==> config.mk <==
export PLATFORM = sky130hd
export DESIGN_NAME = keypad_scan_debounce
export DESIGN_NICKNAME = d
export VERILOG_FILES = /design/src/rtl/keypad_pkg.sv /design/src/rtl/keypad_tick_gen.sv /design/src/rtl/keypad_scan_debounce.sv
export SDC_FILE = /design/constraint.sdc
export NUM_CORES = 1
export LEC_CHECK = 0
export CORE_UTILIZATION = 40
export CTS_CLUSTER_SIZE = 24
export DETAILED_ROUTE_END_ITERATION = 8
export GPL_ROUTABILITY_DRIVEN = 0
export GPL_TIMING_DRIVEN = 0
export REMOVE_ABC_BUFFERS = 1
export SLEW_MARGIN = 20
export SYNTH_ARGS = -nofsm -noshare
export SYNTH_HDL_FRONTEND = slang
export SYNTH_HIERARCHICAL = 1
export SYNTH_SLANG_ARGS = --single-unit
==> constraint.sdc <==
create_clock -name CLK -period 8.1 [get_ports CLK]
set_input_delay 1.215 -clock CLK [delete_from_list [all_inputs] [get_ports CLK]]
set_output_delay 1.215 -clock CLK [all_outputs]
set_load 0.02 [all_outputs]
==> src/rtl/keypad_pkg.sv <==
// keypad_pkg: shared types, key-code aliases and helpers for the keypad scanner.
// Revision: 1.0
`default_nettype none

package keypad_pkg;

  typedef enum logic [1:0] {KP_IDLE, KP_DEB_ON, KP_HELD, KP_DEB_OFF} kp_state_t;

  typedef logic [3:0] kp_code_t;

  localparam kp_code_t KP_LEFT  = 4'd15;
  localparam kp_code_t KP_RIGHT = 4'd3;
  localparam kp_code_t KP_DOWN  = 4'd2;
  localparam kp_code_t KP_ROT_L = 4'd11;
  localparam kp_code_t KP_ROT_R = 4'd7;

  function automatic logic [2:0] kp_popcount4(input logic [3:0] v);
    return 3'(v[0]) + 3'(v[1]) + 3'(v[2]) + 3'(v[3]);
  endfunction

endpackage

`default_nettype wire

==> src/rtl/keypad_tick_gen.sv <==
// keypad_tick_gen: free-running prescaler, one-cycle tick every TICK_DIV clocks.
// Revision: 1.0
`default_nettype none

module keypad_tick_gen
  import keypad_pkg::*;
#(
  parameter int TICK_DIV = 50_000
) (
  input  logic clk_i,
  input  logic rst_ni,
  output logic tick_o
);

  localparam int CNT_W = (TICK_DIV > 1) ? $clog2(TICK_DIV) : 1;
  localparam logic [CNT_W-1:0] CNT_TERM = CNT_W'(TICK_DIV - 1);

  logic [CNT_W-1:0] cnt_q, cnt_d;

  assign tick_o = (cnt_q == CNT_TERM);
  assign cnt_d  = tick_o ? '0 : cnt_q + CNT_W'(1);

  always_ff @(posedge clk_i or negedge rst_ni) begin
    if (!rst_ni) cnt_q <= '0;
    else         cnt_q <= cnt_d;
  end

endmodule

`default_nettype wire

==> src/rtl/keypad_scan_debounce.sv <==
// keypad_scan_debounce: 4x4 matrix scanner with scan-level debounce and a valid/ack event register.
// Revision: 1.0
`default_nettype none

module keypad_scan_debounce
  import keypad_pkg::*;
#(
  parameter int TICK_DIV       = 50_000,
  parameter int DEBOUNCE_SCANS = 4
) (
  input  logic       CLK,
  input  logic       RESET_N,
  input  logic [3:0] KEYPAD_ROWS,
  output logic [3:0] KEYPAD_COLS,
  output kp_code_t   KEY_CODE,
  output logic       KEY_VALID,
  input  logic       KEY_ACK,
  output logic       PRESSED,
  output logic       OVERRUN,
  input  logic       OVERRUN_CLR
);

  localparam int CNT_W = $clog2(DEBOUNCE_SCANS + 1);
  localparam logic [CNT_W-1:0] CNT_MAX = CNT_W'(DEBOUNCE_SCANS);
  localparam logic [CNT_W-1:0] CNT_ONE = CNT_W'(1);

  logic tick;

  keypad_tick_gen #(.TICK_DIV(TICK_DIV)) u_tick (
    .clk_i  (CLK),
    .rst_ni (RESET_N),
    .tick_o (tick)
  );

  // Scan accumulator: hit count saturates at 2 so multi-key scans read as NONE.
  logic [1:0] col_q, col_d;
  logic [1:0] hits_q, hits_d;
  kp_code_t   pos_q, pos_d;
  logic [3:0] row_hits;
  logic [2:0] pop, hits_sum;
  logic [1:0] row_idx, hits_base;
  kp_code_t   pos_base;
  logic       scan_done, res_valid;

  assign KEYPAD_COLS = ~(4'b0001 << col_q);
  assign row_hits    = ~KEYPAD_ROWS;
  assign pop         = kp_popcount4(row_hits);
  assign scan_done   = tick && (col_q == 2'd3);

  always_comb begin
    row_idx = 2'd0;
    for (int r = 3; r >= 0; r--) begin
      if (row_hits[r]) row_idx = 2'(r);
    end
  end

  always_comb begin
    hits_base = (col_q == 2'd0) ? 2'd0 : hits_q;
    pos_base  = (col_q == 2'd0) ? '0 : pos_q;
    hits_sum  = 3'(hits_base) + pop;
    hits_d    = (hits_sum >= 3'd2) ? 2'd2 : hits_sum[1:0];
    pos_d     = (hits_base == 2'd0 && pop == 3'd1) ? {col_q, row_idx} : pos_base;
    col_d     = col_q + 2'd1;
  end

  assign res_valid = scan_done && (hits_d == 2'd1);

  always_ff @(posedge CLK or negedge RESET_N) begin
    if (!RESET_N) begin
      col_q  <= 2'd0;
      hits_q <= 2'd0;
      pos_q  <= '0;
    end else if (tick) begin
      col_q  <= col_d;
      hits_q <= hits_d;
      pos_q  <= pos_d;
    end
  end

  // Debounce FSM, advanced only on the cycle that closes a scan.
  kp_state_t        state_q, state_d;
  kp_code_t         cand_q, cand_d;
  logic [CNT_W-1:0] cnt_q, cnt_d, cnt_inc;
  logic             match, emit;

  assign cnt_inc = (cnt_q == CNT_MAX) ? cnt_q : cnt_q + CNT_ONE;
  assign match   = res_valid && (pos_d == cand_q);

  always_comb begin
    state_d = state_q;
    cand_d  = cand_q;
    cnt_d   = cnt_q;
    emit    = 1'b0;
    if (scan_done) begin
      case (state_q)
        KP_IDLE: begin
          if (res_valid) begin
            cand_d = pos_d;
            cnt_d  = CNT_ONE;
            if (CNT_ONE == CNT_MAX) begin
              state_d = KP_HELD;
              emit    = 1'b1;
            end else begin
              state_d = KP_DEB_ON;
            end
          end
        end
        KP_DEB_ON: begin
          if (match) begin
            cnt_d = cnt_inc;
            if (cnt_inc == CNT_MAX) begin
              state_d = KP_HELD;
              emit    = 1'b1;
            end
          end else begin
            state_d = KP_IDLE;
            cnt_d   = '0;
          end
        end
        KP_HELD: begin
          if (!match) begin
            cnt_d   = CNT_ONE;
            state_d = (CNT_ONE == CNT_MAX) ? KP_IDLE : KP_DEB_OFF;
          end
        end
        KP_DEB_OFF: begin
          if (match) begin
            state_d = KP_HELD;
          end else begin
            cnt_d = cnt_inc;
            if (cnt_inc == CNT_MAX) begin
              state_d = KP_IDLE;
              cnt_d   = '0;
            end
          end
        end
        default: begin
          state_d = KP_IDLE;
          cnt_d   = '0;
        end
      endcase
    end
  end

  always_ff @(posedge CLK or negedge RESET_N) begin
    if (!RESET_N) begin
      state_q <= KP_IDLE;
      cand_q  <= '0;
      cnt_q   <= '0;
    end else begin
      state_q <= state_d;
      cand_q  <= cand_d;
      cnt_q   <= cnt_d;
    end
  end

  // Event register: an ack in the emit cycle frees the slot for the new code.
  kp_code_t code_q, code_d;
  logic     valid_q, valid_d;
  logic     ovr_q, ovr_d;
  logic     drop;

  assign drop = emit && valid_q && !KEY_ACK;

  always_comb begin
    code_d  = code_q;
    valid_d = valid_q;
    if (emit && !drop) begin
      code_d  = cand_q;
      valid_d = 1'b1;
    end else if (KEY_ACK) begin
      valid_d = 1'b0;
    end
    ovr_d = drop ? 1'b1 : (OVERRUN_CLR ? 1'b0 : ovr_q);
  end

  always_ff @(posedge CLK or negedge RESET_N) begin
    if (!RESET_N) begin
      code_q  <= '0;
      valid_q <= 1'b0;
      ovr_q   <= 1'b0;
    end else begin
      code_q  <= code_d;
      valid_q <= valid_d;
      ovr_q   <= ovr_d;
    end
  end

  assign KEY_CODE  = code_q;
  assign KEY_VALID = valid_q;
  assign OVERRUN   = ovr_q;
  assign PRESSED   = (state_q == KP_HELD) || (state_q == KP_DEB_OFF);

endmodule

`default_nettype wire

Word level (Yosys, flattened, before mapping)
Index checks and enable logic that the tools add are counted.
{"block": "word_totals", "reg_bits": 39, "in_bits": 8}
{"block": "classes", "addsub": 7, "n_lt_le_gt_ge": 1, "eq_ne": 15, "shifts": 1, "n_mux": 31, "bitwise_logic": 2, "reduce_logical": 18}
{"operator": "$mux W2", "n": 12}
{"operator": "$mux W3", "n": 6}
{"operator": "$add A16 B1 Y16 const B", "n": 1}
{"operator": "$eq A16 B16 Y1 const B", "n": 1}
{"operator": "$mux W16", "n": 1}
{"operator": "$pmux W3 S4", "n": 1}
{"operator": "$mux W1", "n": 8}
{"operator": "$mux W4", "n": 2}
{"operator": "$not A4 Y4", "n": 2}
{"operator": "$pmux W2 S4", "n": 1}
{"operator": "$logic_and A1 B1 Y1", "n": 7}
{"operator": "$eq A2 B2 Y1 const B", "n": 3}
{"operator": "$eq A3 B3 Y1 const B", "n": 2}
{"operator": "$logic_not A2 Y1", "n": 3}
{"operator": "$ne A2 B2 Y1 const B", "n": 3}
{"operator": "$ne A3 B3 Y1 const B", "n": 2}
{"operator": "$reduce_and A5 Y1", "n": 1}
{"operator": "$eq A2 B1 Y1 const B", "n": 2}
{"operator": "$eq A4 B4 Y1", "n": 1}
{"operator": "$reduce_and A4 Y1", "n": 1}
{"operator": "$reduce_bool A2 Y1", "n": 2}
{"operator": "$shl A1 B2 Y4 const A", "n": 1}
{"operator": "$add A2 B1 Y3", "n": 1}
{"operator": "$add A2 B3 Y3", "n": 1}
{"operator": "9 further kinds", "n": 10}

Depth between registers and ports, before layout
Gate-level depths: netlist of run 1.
{"block": "logic_depth", "ltp_word": 18, "ltp_mapped": 13, "depth_no_buf": 12}

Cells and area by module
The synthesis of run 1 kept the hierarchy.
{"module": "keypad_scan_debounce", "n_inst": 1, "cells_per_inst": 147, "area_each_um2": 1458.9}
{"module": "keypad_tick_gen", "n_inst": 1, "cells_per_inst": 67, "area_each_um2": 762.0}

Worst setup path before layout of run 1
OpenSTA, ideal clock, no wires.
{"block": "synth_path", "path_type": "input -> register", "from": "in KEYPAD_ROWS[0]", "to": "reg code_q[0], in the netlist KEY_CODE[0]", "setup_time_ps": 125, "arrival_time_ps": 4325, "setup_slack_ps": 3650, "path_stages": 13, "path_buffers": 1, "path_cell_list": "inv_1 fa_1 ha_1 ha_1 fa_1 xor2_1 or3b_2 nor2_1 o21ai_0 nor4_2 buf_4 nand2_4 mux2_4"}
{"block": "synth_via", "elab_chain_cells": 17}
{"element": "from (decl)", "line": "keypad_scan_debounce.sv:13", "source": "input logic [3:0] KEYPAD_ROWS,"}
{"element": "$not A4 Y4 (*)", "line": "keypad_scan_debounce.sv:46", "source": "assign row_hits = ~KEYPAD_ROWS;"}
{"element": "$add A1 B1 Y2", "line": "keypad_pkg.sv:18", "source": "return 3'(v[0]) + 3'(v[1]) + 3'(v[2]) + 3'(v[3]);"}
{"element": "$add A2 B1 Y3", "line": "keypad_pkg.sv:18"}
{"element": "$add A3 B1 Y3", "line": "keypad_pkg.sv:18"}
{"element": "$add A2 B3 Y3", "line": "keypad_scan_debounce.sv:60", "source": "hits_sum = 3'(hits_base) + pop;"}
{"element": "$ge A3 B2 Y1", "line": "keypad_scan_debounce.sv:61", "source": "hits_d = (hits_sum >= 3'd2) ? 2'd2 : hits_sum[1:0];"}
{"element": "$mux W2", "line": "keypad_scan_debounce.sv:61"}
{"element": "$eq A2 B1 Y1", "line": "keypad_scan_debounce.sv:66", "source": "assign res_valid = scan_done && (hits_d == 2'd1);"}
{"element": "$logic_and A1 B1 Y1", "line": "keypad_scan_debounce.sv:66"}
{"element": "$logic_and A1 B1 Y1 (*)", "line": "keypad_scan_debounce.sv:87", "source": "assign match = res_valid && (pos_d == cand_q);"}
{"element": "$mux W1 (*)", "line": "keypad_scan_debounce.sv:109", "source": "if (match) begin"}
{"element": "$mux W1 (*)", "line": "keypad_scan_debounce.sv:95", "source": "case (state_q)"}
{"element": "$mux W1 (*)", "line": "keypad_scan_debounce.sv:94", "source": "if (scan_done) begin"}
{"element": "$logic_and A1 B1 Y1 (2 in a row)", "line": "keypad_scan_debounce.sv:163", "source": "assign drop = emit && valid_q && !KEY_ACK;"}
{"element": "$logic_not A1 Y1", "line": "keypad_scan_debounce.sv:168", "source": "if (emit && !drop) begin"}
{"element": "$logic_and A1 B1 Y1 (*)", "line": "keypad_scan_debounce.sv:168"}
{"element": "to (signal assigned)", "line": "keypad_scan_debounce.sv:183", "source": "code_q <= code_d;"}
{"element": "to (decl)", "line": "keypad_scan_debounce.sv:158", "source": "kp_code_t code_q, code_d;"}
Mark *: on every way between the ends. The rest lies on a longest branch, timed or not.
A chain may end at the register's enable or synchronous reset.

Worst setup path in the final report of run 1
{"block": "layout_path", "from": "in KEYPAD_ROWS[0]", "to": "reg code_q[1], in the netlist KEY_CODE[1]"}
The elaborated chain is that of the path after synthesis.

==> metrics.txt, run 1 <==
share of the synthesized area in the top cell type=a little over two fifths; PortBufs=18; Synthesis Warnings=6; top cells by area, synth=dfrtp_1 44%, ha_1 5.6%, xor2_1 4.3%, nand2_1 3.5%, nor2_1 2.9%; Tmin final=5200 ps; post-CTS setup buffer count=0; Fill cells=approximately 500; post-cts gate resize count=0; H-Tree Depth=2; fin crit share=~64%; Hold Violations, Final=0; Async SR Flop Fraction=between 90% and 100%; EDFF count, synth=0; count leader, synth=dfrtp_1; Boundary Pins=19; Layout area overhead=15.2%; Worst Skew=~5.8 ps; CTS tree=done; Die H=76.5 µm; Hold WC Path Type=reg -> reg; GR Util met3=~3.8%; initial core utilization=a little over two fifths; Buf+Inv Stages, Crit Path=2; RSZ-0062 raised after global routing=no; Worst-Margin Slew=a little under 900 ps; worst setup margin=approximately 2900 ps; Final HPWL DP=~2.7 mm; Yosys top cell by area=dfrtp_1; vias in the first global route=about 1500; Vias=1525; layout net count=254; Finished Cell Area=around 2600 µm²; PwrDens=136 nW/µm²; Critical path origin=KEYPAD_ROWS[0]; Worst R2R End=KEY_CODE[1]; CP max stage delay=690 ps; Worst Path Required=around 8300 ps; DR iter-0 viols=70; dpl ws=about 2300 ps; #FFs+latches synth=39; residual DRC count=0; full die area=5850 µm²; M2 GR Usage=22.0%; core footprint=approximately 5200 µm²; peak supply drop=between 0.07 and 0.08 mV; number of library cell types mapped by synthesis=between 50 and 60; Reg2Reg Depth=12; Crit Path Class=in -> reg; post-synthesis sequential area ratio=between 40% and 50%; Hold Path Cell Cnt=1; DP Area=2470 µm²; outcome=complete, no violations; Leak=1.18 nW; most common flop cell mapped by yosys=dfrtp_1; Avg Cell Area, Syn=10.4 µm²; layout cells sized above 1=about 11%; Detail Route Antenna Nets=0; gr usage total=14.7%; Die W=around 77 µm; hold path start=u_tick/cnt_q[13]; Worst Setup End Kind=register; Slew Limit Fails=0; DRT Wirelength=3.84 mm; CP delay by family, top=simple AND/OR/NAND/NOR gates; CP max-delay cell=nor4_4; Crit Path Max Fanout=11; Hold-fix buffers, CTS=0; TritonRoute pass-1 iters=4; clock sinks=39; Fmax=192 MHz; Pwr Total=around 0.35 mW; clock-pin slew of the registers on the worst-case setup and hold paths=70 ps; Mapped Cells=214; GRT overflow=0; count of final setup violators=0; Root Driver=clkbuf_8; RR Startpoint=col_q[0]; number of max-cap violations=0; setup slack, reg-to-reg=~4300 ps; WP data arrival=about 5400 ps; synthesized cell area=~2200 µm²; layer with the highest usage=met2; wire per inst=roughly 13 µm; vias per inst=~5.0; setup_tns=0 ps; GRT met1 Usage=approximately a fifth; utilization after layout=between 40 and 50%; initial antenna violation count=0; startpoint types=primary input; first-pass GRT wire length=6.87 mm; hold endpoint=u_tick/cnt_q[13]; row count=26; Num CTS Buffers=5; top cells by count, synth=39 x dfrtp_1, 21 x nand2_1, 17 x nor2_1; CP cell instances=clkdlybuf4s50_1 -> inv_1 -> fa_1 -> ha_1 -> ha_1 -> fa_1 -> xor2_1 -> or3b_2 -> nor2_1 -> o21ai_0 -> nor4_4 -> nand2_4 -> mux2_4; largest net degree at the start of global routing=33; Ant. Diodes=0; clock latency on the worst-skew pair=280 ps; clk buf depth=2; Slew headroom=41.9%
## stage by stage
| step | hold slack [ps] | cells |
|---|---|---|
| 6_report | 494 | 305 |
| 5_1_grt | 510 | 305 |
| 4_1_cts | 496 | 305 |
| 3_5_place_dp | 482 | 297 |
| 3_3_place_gp | 472 | 296 |
| 2_1_floorplan | 448 | 208 |
## worst max-delay path by stage
stage                              to  slack [ps]  cells past startpoint
after CTS                 KEY_CODE[1]        2580                     13
after detailed placement  KEY_CODE[1]        2280                     13
after floorplan           KEY_CODE[0]        3310                     12
final                     KEY_CODE[1]        2900                     13
after global placement    KEY_CODE[3]        2350                     13
after global routing       state_q[0]        2640                     13
## report_power, final
part | switching (mW) | internal [mW]
Combinational | 0.0154 | 0.0123
Sequential | 0.00135 | 0.195
Clock | 0.0635 | 0.0604
## final cells by class
| type | instances | area (µm²) | share of cell area, % |
|---|---|---|---|
| Multi-Input combinational cell | 153 | 1160 | 45.3 |
| Sequential cell | 39 | 976 | 38.1 |
| Timing Repair Buffer | 19 | 195 | 7.63 |
| Tap cell | 70 | 87.6 | 3.42 |
| Clock buffer | 7 | 76.3 | 2.98 |
| Inverter | 16 | 60.1 | 2.35 |
| Clock inverter | 1 | 5.00 | 0.196 |
## routing by layer
metal	vias to the layer above	wire length, µm
met2	25	1640
met5	-	0
met4	0	46
met1	710	2020
li1	785	-
met3	5	141
## flip-flops by register name, summed over array words and instances (netlist names), 2 cells and up, named ones only
register and flops:
u_tick/cnt_q 16, hits_q 2, col_q 2, cand_q 4, KEY_CODE 4, pos_q 4
cnt_q 3
## cells in the final DEF, fill, tap and decap left out, drive strengths merged, types with 7 or more instances in the layout
| master | n |
|---|---|
| a21oi | 7 |
| clkbuf | 7 |
| clkdlybuf4s50 | 17 |
| dfrtp | 39 |
| ha | 10 |
| inv | 16 |
| nand2 | 22 |
| nor2 | 18 |
| o21ai | 9 |
| xnor2 | 7 |
| xor2 | 11 |
## logic make-up (layout without fill, tap and decap cells)
group           count (synthesis)  in the layout  share of synthesized area, %
fa+ha+maj                      12             12                          7.44
buf+inv                        22             43                          4.28
xor+xnor                       18             18                          7.10
simple gates                   81             81                          21.1
flops                          39             39                          43.9
compound gates                 33             33                          11.0
mux                             9              9                          5.07
(Power assumes the default switching activity.)
==> inputs of run 2 (changes only) <==
Clock period 8.1 ns to 4.3 ns, I/O delays scaled along.
==> metrics.txt, run 2 (same netlist as run 1, synthesis figures left out) <==
clock sinks=39; Num CTS Buffers=5; wire per inst=12.5 µm; Worst Skew=~6.6 ps; gr usage total=14.8%; Fill cells=500; PortBufs=18; number of max-cap violations=0; RSZ-0062 raised after global routing=no; Ant. Diodes=0; layout cells sized above 1=12.2%; TritonRoute pass-1 iters=4; count of final setup violators=0; Crit Path Max Fanout=9; clock-pin slew of the registers on the worst-case setup and hold paths=around 70 ps; H-Tree Depth=2; Worst Path Required=approximately 4500 ps; clk buf depth=2; PwrDens=253 nW/µm²; DP Area=2470 µm²; Most flops, register=u_tick/cnt_q; WP data arrival=4270 ps; Detail Route Antenna Nets=0; Slew Limit Fails=0; Crit Path Class=in -> reg; peak supply drop=~0.15 mV; commonest non-fill, non-tap cell in the layout=dfrtp_1; largest net degree at the start of global routing=33; Hold WC Path Type=in -> async; Hold Violations, Final=0; Vias=roughly 1500; dpl cells=between 200 and 300; row count=26; GRT overflow=0; Boundary Pins=19; Root Driver=clkbuf_8; outcome=complete, no violations; Die W=76.5 µm; residual DRC count=0; Worst-Margin Slew=867 ps; fin crit share=95.2%; layout net count=between 200 and 300; Multi-input gate area=between 1000 and 1500 µm²; Finished Cell Area=around 2600 µm²; Leak=1.21 nW; worst setup margin=slightly above 200 ps; Fmax=approximately 240 MHz; WHS=approximately 200 ps; core footprint=roughly 5200 µm²; Layout area overhead=16.5%; initial antenna violation count=0; Hold-fix buffers, CTS=0; commonest non-fill, non-tap cells in the layout=39 x dfrtp_1, 21 x nand2_1, 17 x nor2_1, 16 x inv_1, 16 x clkdlybuf4s50_1; clock latency on the worst-skew pair=280 ps; Pwr Total=0.656 mW; Final HPWL DP=between 2 and 3 mm; vias in the first global route=1518; max reg flops=16; Tmin final=just over 4000 ps; initial core utilization=42.4%; Worst Setup End Kind=register; DR iter-0 viols=between 60 and 70; first-pass GRT wire length=approximately 6.9 mm; vias per inst=5.03; DRT Wirelength=approximately 3.9 mm; area occupied by registers=976 µm²; Post-Layout Cell Count=about 310; Slew headroom=between 40% and 50%; Die H=around 77 µm; CTS tree=done; startpoint types=primary input; dpl ws=-952 ps; full die area=just under 6000 µm²
[run 2: cell types whose count changed in the layout (fill, tap and decap cells not counted)]
| cell | change |
|---|---|
| o21ai_1 | +1 |
| dlymetal6s2s_1 | +1 |
| buf_4 | +2 |
| clkdlybuf4s50_1 | -1 |
| o21ai_0 | -1 |
| buf_6 | +1 |
[run 2: final timing paths]
kind,start,to,slack (ps),cells past startpoint
setup / recovery,KEYPAD_ROWS[3],state_q[0],210,14
hold / removal,RESET_N,u_tick/cnt_q[1],200,1
setup reg to reg,col_q[0],state_q[0],990,13
hold reg to reg,u_tick/cnt_q[0],u_tick/cnt_q[0],490,1
max in group asynchronous,RESET_N,cnt_q[1],3680,2
min in group CLK,u_tick/cnt_q[0],u_tick/cnt_q[0],490,1
[run 2: power by group]
part           internal [mW]  leakage [nW]  switching (mW)  total, mW
combinational         0.0232         0.670          0.0293     0.0525
sequential             0.367         0.499         0.00248      0.370
clock                  0.114        0.0422           0.120      0.234
[run 2: layout make-up]
| cell class | instances | share of cell area, % |
|---|---|---|
| clock buffers | 7 | 2.95 |
| clock inverters | 1 | 0.193 |
| inverters | 16 | 2.32 |
| multi-input cells | 153 | 44.8 |
| flip-flops and latches | 39 | 37.7 |
| well taps | 70 | 3.38 |
| repair buffers | 22 | 8.66 |
[run 2: critical path, cell delays in order]
cell,delay (ps)
clkdlybuf4s50_1,520
inv_1,70
fa_1,430
ha_1,190
ha_1,320
fa_1,410
xor2_1,170
or3b_2,480
nor2_1,150
o21ai_1,120
nor4_4,180
buf_6,180
nor4b_1,60
nor4bb_1,330
[run 2: per-layer routing]
layer	share of wire, %	wire (µm)	track usage, %	vias to the layer above
met3	3.5	136	3.83	5
met4	1.2	46	4.62	0
met2	43	1650	22.2	29
met1	53	2030	20.7	723
li1	-	-	-	791
met5	0	0	0	-
[run 2: timing repair]
item | CTS | global route
setup endpoints to repair | 11 | 6
pin swaps | 1 | 1
resized for setup | 1 | 3
setup buffers | 3 | 0
[run 2: per-stage QoR]
step	setup TNS, ps	utilization [%]
global route	0	49.4
detailed placement	-9330	47.1
finish	0	49.4
CTS	0	49.3
global placement	-8680	46.8
floorplan	0	-
==> inputs of run 3 (changes only) <==
Settings changed: GPL_TIMING_DRIVEN 0 to 1.
==> metrics.txt, run 3 (same netlist as run 1, synthesis figures left out) <==
PwrDens=258 nW/µm²; Worst-Margin Slew=~880 ps; Die W=between 70 and 80 µm; Tmin final=between 4000 and 5000 ps; post-cts gate resize count=0; metal3 WL=101 µm; clock latency on the worst-skew pair=roughly 290 ps; outcome=complete, no violations; vias per inst=5.00; commonest non-fill, non-tap cells in the layout=39 x dfrtp_1, 21 x nand2_1, 17 x nor2_1, 17 x clkdlybuf4s50_1, 16 x inv_1; RSZ-0062 raised after global routing=no; RR Startpoint=col_q[0]; number of max-cap violations=0; DR iter-0 viols=44; post-CTS setup buffer count=0; Boundary Pins=19; Most flops, register=u_tick/cnt_q; full die area=5850 µm²; GRT overflow=0; core footprint=between 5000 and 6000 µm²; clock-pin slew of the registers on the worst-case setup and hold paths=roughly 80 ps; setup_tns=0 ps; peak supply drop=0.116 mV; TritonRoute pass-1 iters=4; Hold Violations, Final=0; Logic pwr share=8.4%; WP data arrival=4260 ps; Worst R2R End=KEY_CODE[2]; startpoint types=primary input; DRT Wirelength=between 3 and 4 mm; gr usage total=roughly 15%; top layer in use=met4; Die H=76.5 µm; Detail Route Antenna Nets=0; Worst Skew=8.28 ps; utilization after layout=49.7%; Reg power frac=between 50 and 60%; Fmax=245 MHz; Final HPWL DP=about 2.8 mm; CP endpoint=KEY_CODE[2]; largest net degree at the start of global routing=40; switch share=24.3%; Leak=between 1 and 1.5 nW; initial core utilization=42.4%; layout net count=around 260; NetSw=between 0.15 and 0.2 mW; count of final setup violators=0; clk buf depth=2; PortBufs=18; fin crit share=95.1%; layout cells sized above 1=roughly 14%; worst setup margin=211 ps; commonest non-fill, non-tap cell in the layout=dfrtp_1; Vias=around 1600; first-pass GRT wire length=7.02 mm; Crit Path Max Fanout=5; Layout area overhead=17.1%; Slew Limit Fails=0; Hold WC Path Type=in -> async; residual DRC count=0; max reg flops=16; H-Tree Depth=2; setup slack, reg-to-reg=approximately 1000 ps; Int Power=0.507 mW; initial antenna violation count=0; met1 WL=2.08 mm; WHS=around 470 ps; Critical path origin=KEYPAD_ROWS[0]; row count=26; Hold-fix buffers, CTS=0; Crit Path Class=in -> reg; CTS tree=done; Reg2Reg Depth=13; wire per inst=12.4 µm; vias in the first global route=about 1500; Worst Setup End Kind=register; Worst Path Required=between 4000 and 5000 ps; Slew headroom=between 40 and 50%; Ant. Diodes=0; dpl ws=-107 ps; clock sinks=39; clock share of power=about 37%; Root Driver=clkbuf_8; met2 WL=about 1.7 mm; Num CTS Buffers=5
-- run 3: through the flow --
step,std cells,power (mW),cell area (µm²)
floorplan,208,0.406,2190
global placement,305,0.434,2520
detailed placement,305,0.434,2520
CTS,313,0.684,2600
global route,313,0.705,2600
finish,313,0.671,2600
-- run 3: final cells by class --
cell class              instances  area [µm²]
multi-input cells             153        1150
flip-flops and latches         39         976
fillers                       512        2640
well taps                      70        87.6
repair buffers                 27         243
clock inverters                 2        12.5
clock buffers                   6        72.6
inverters                      16        60.1
-- run 3: routing by layer --
layer  vias up  track usage, %
li1        803               -
met1       739            20.7
met2        21            23.5
met3         2            3.71
met4         0            4.62
met5         -               0
-- run 3: critical path, cell delays in order --
cell	delay (ps)
clkdlybuf4s50_1	480
inv_1	60
fa_1	470
ha_1	200
ha_1	310
fa_1	410
xor2_1	180
or3b_2	460
nor2_1	140
o21ai_0	110
nor4_2	250
buf_4	180
nand2_4	70
mux2_4	300
-- run 3: worst min-delay path by stage --
stage                     from              end  slack [ps]
6_report               RESET_N  u_tick/cnt_q[2]         470
5_1_grt               pos_q[3]         pos_q[3]         510
2_1_floorplan          RESET_N      KEY_CODE[0]         350
3_3_place_gp          pos_q[3]         pos_q[3]         470
4_1_cts        u_tick/cnt_q[0]  u_tick/cnt_q[0]         480
3_5_place_dp   u_tick/cnt_q[0]  u_tick/cnt_q[0]         470
-- run 3: power groups by stage --
| stage | Sequential (mW) | Combinational [mW] | Clock (mW) |
|---|---|---|---|
| detailed placement | 0.377 | 0.0576 | 0 |
| finish | 0.369 | 0.0566 | 0.245 |
| global route | 0.370 | 0.0639 | 0.271 |
| floorplan | 0.377 | 0.0288 | 0 |
| CTS | 0.369 | 0.0580 | 0.257 |
| global placement | 0.377 | 0.0571 | 0 |
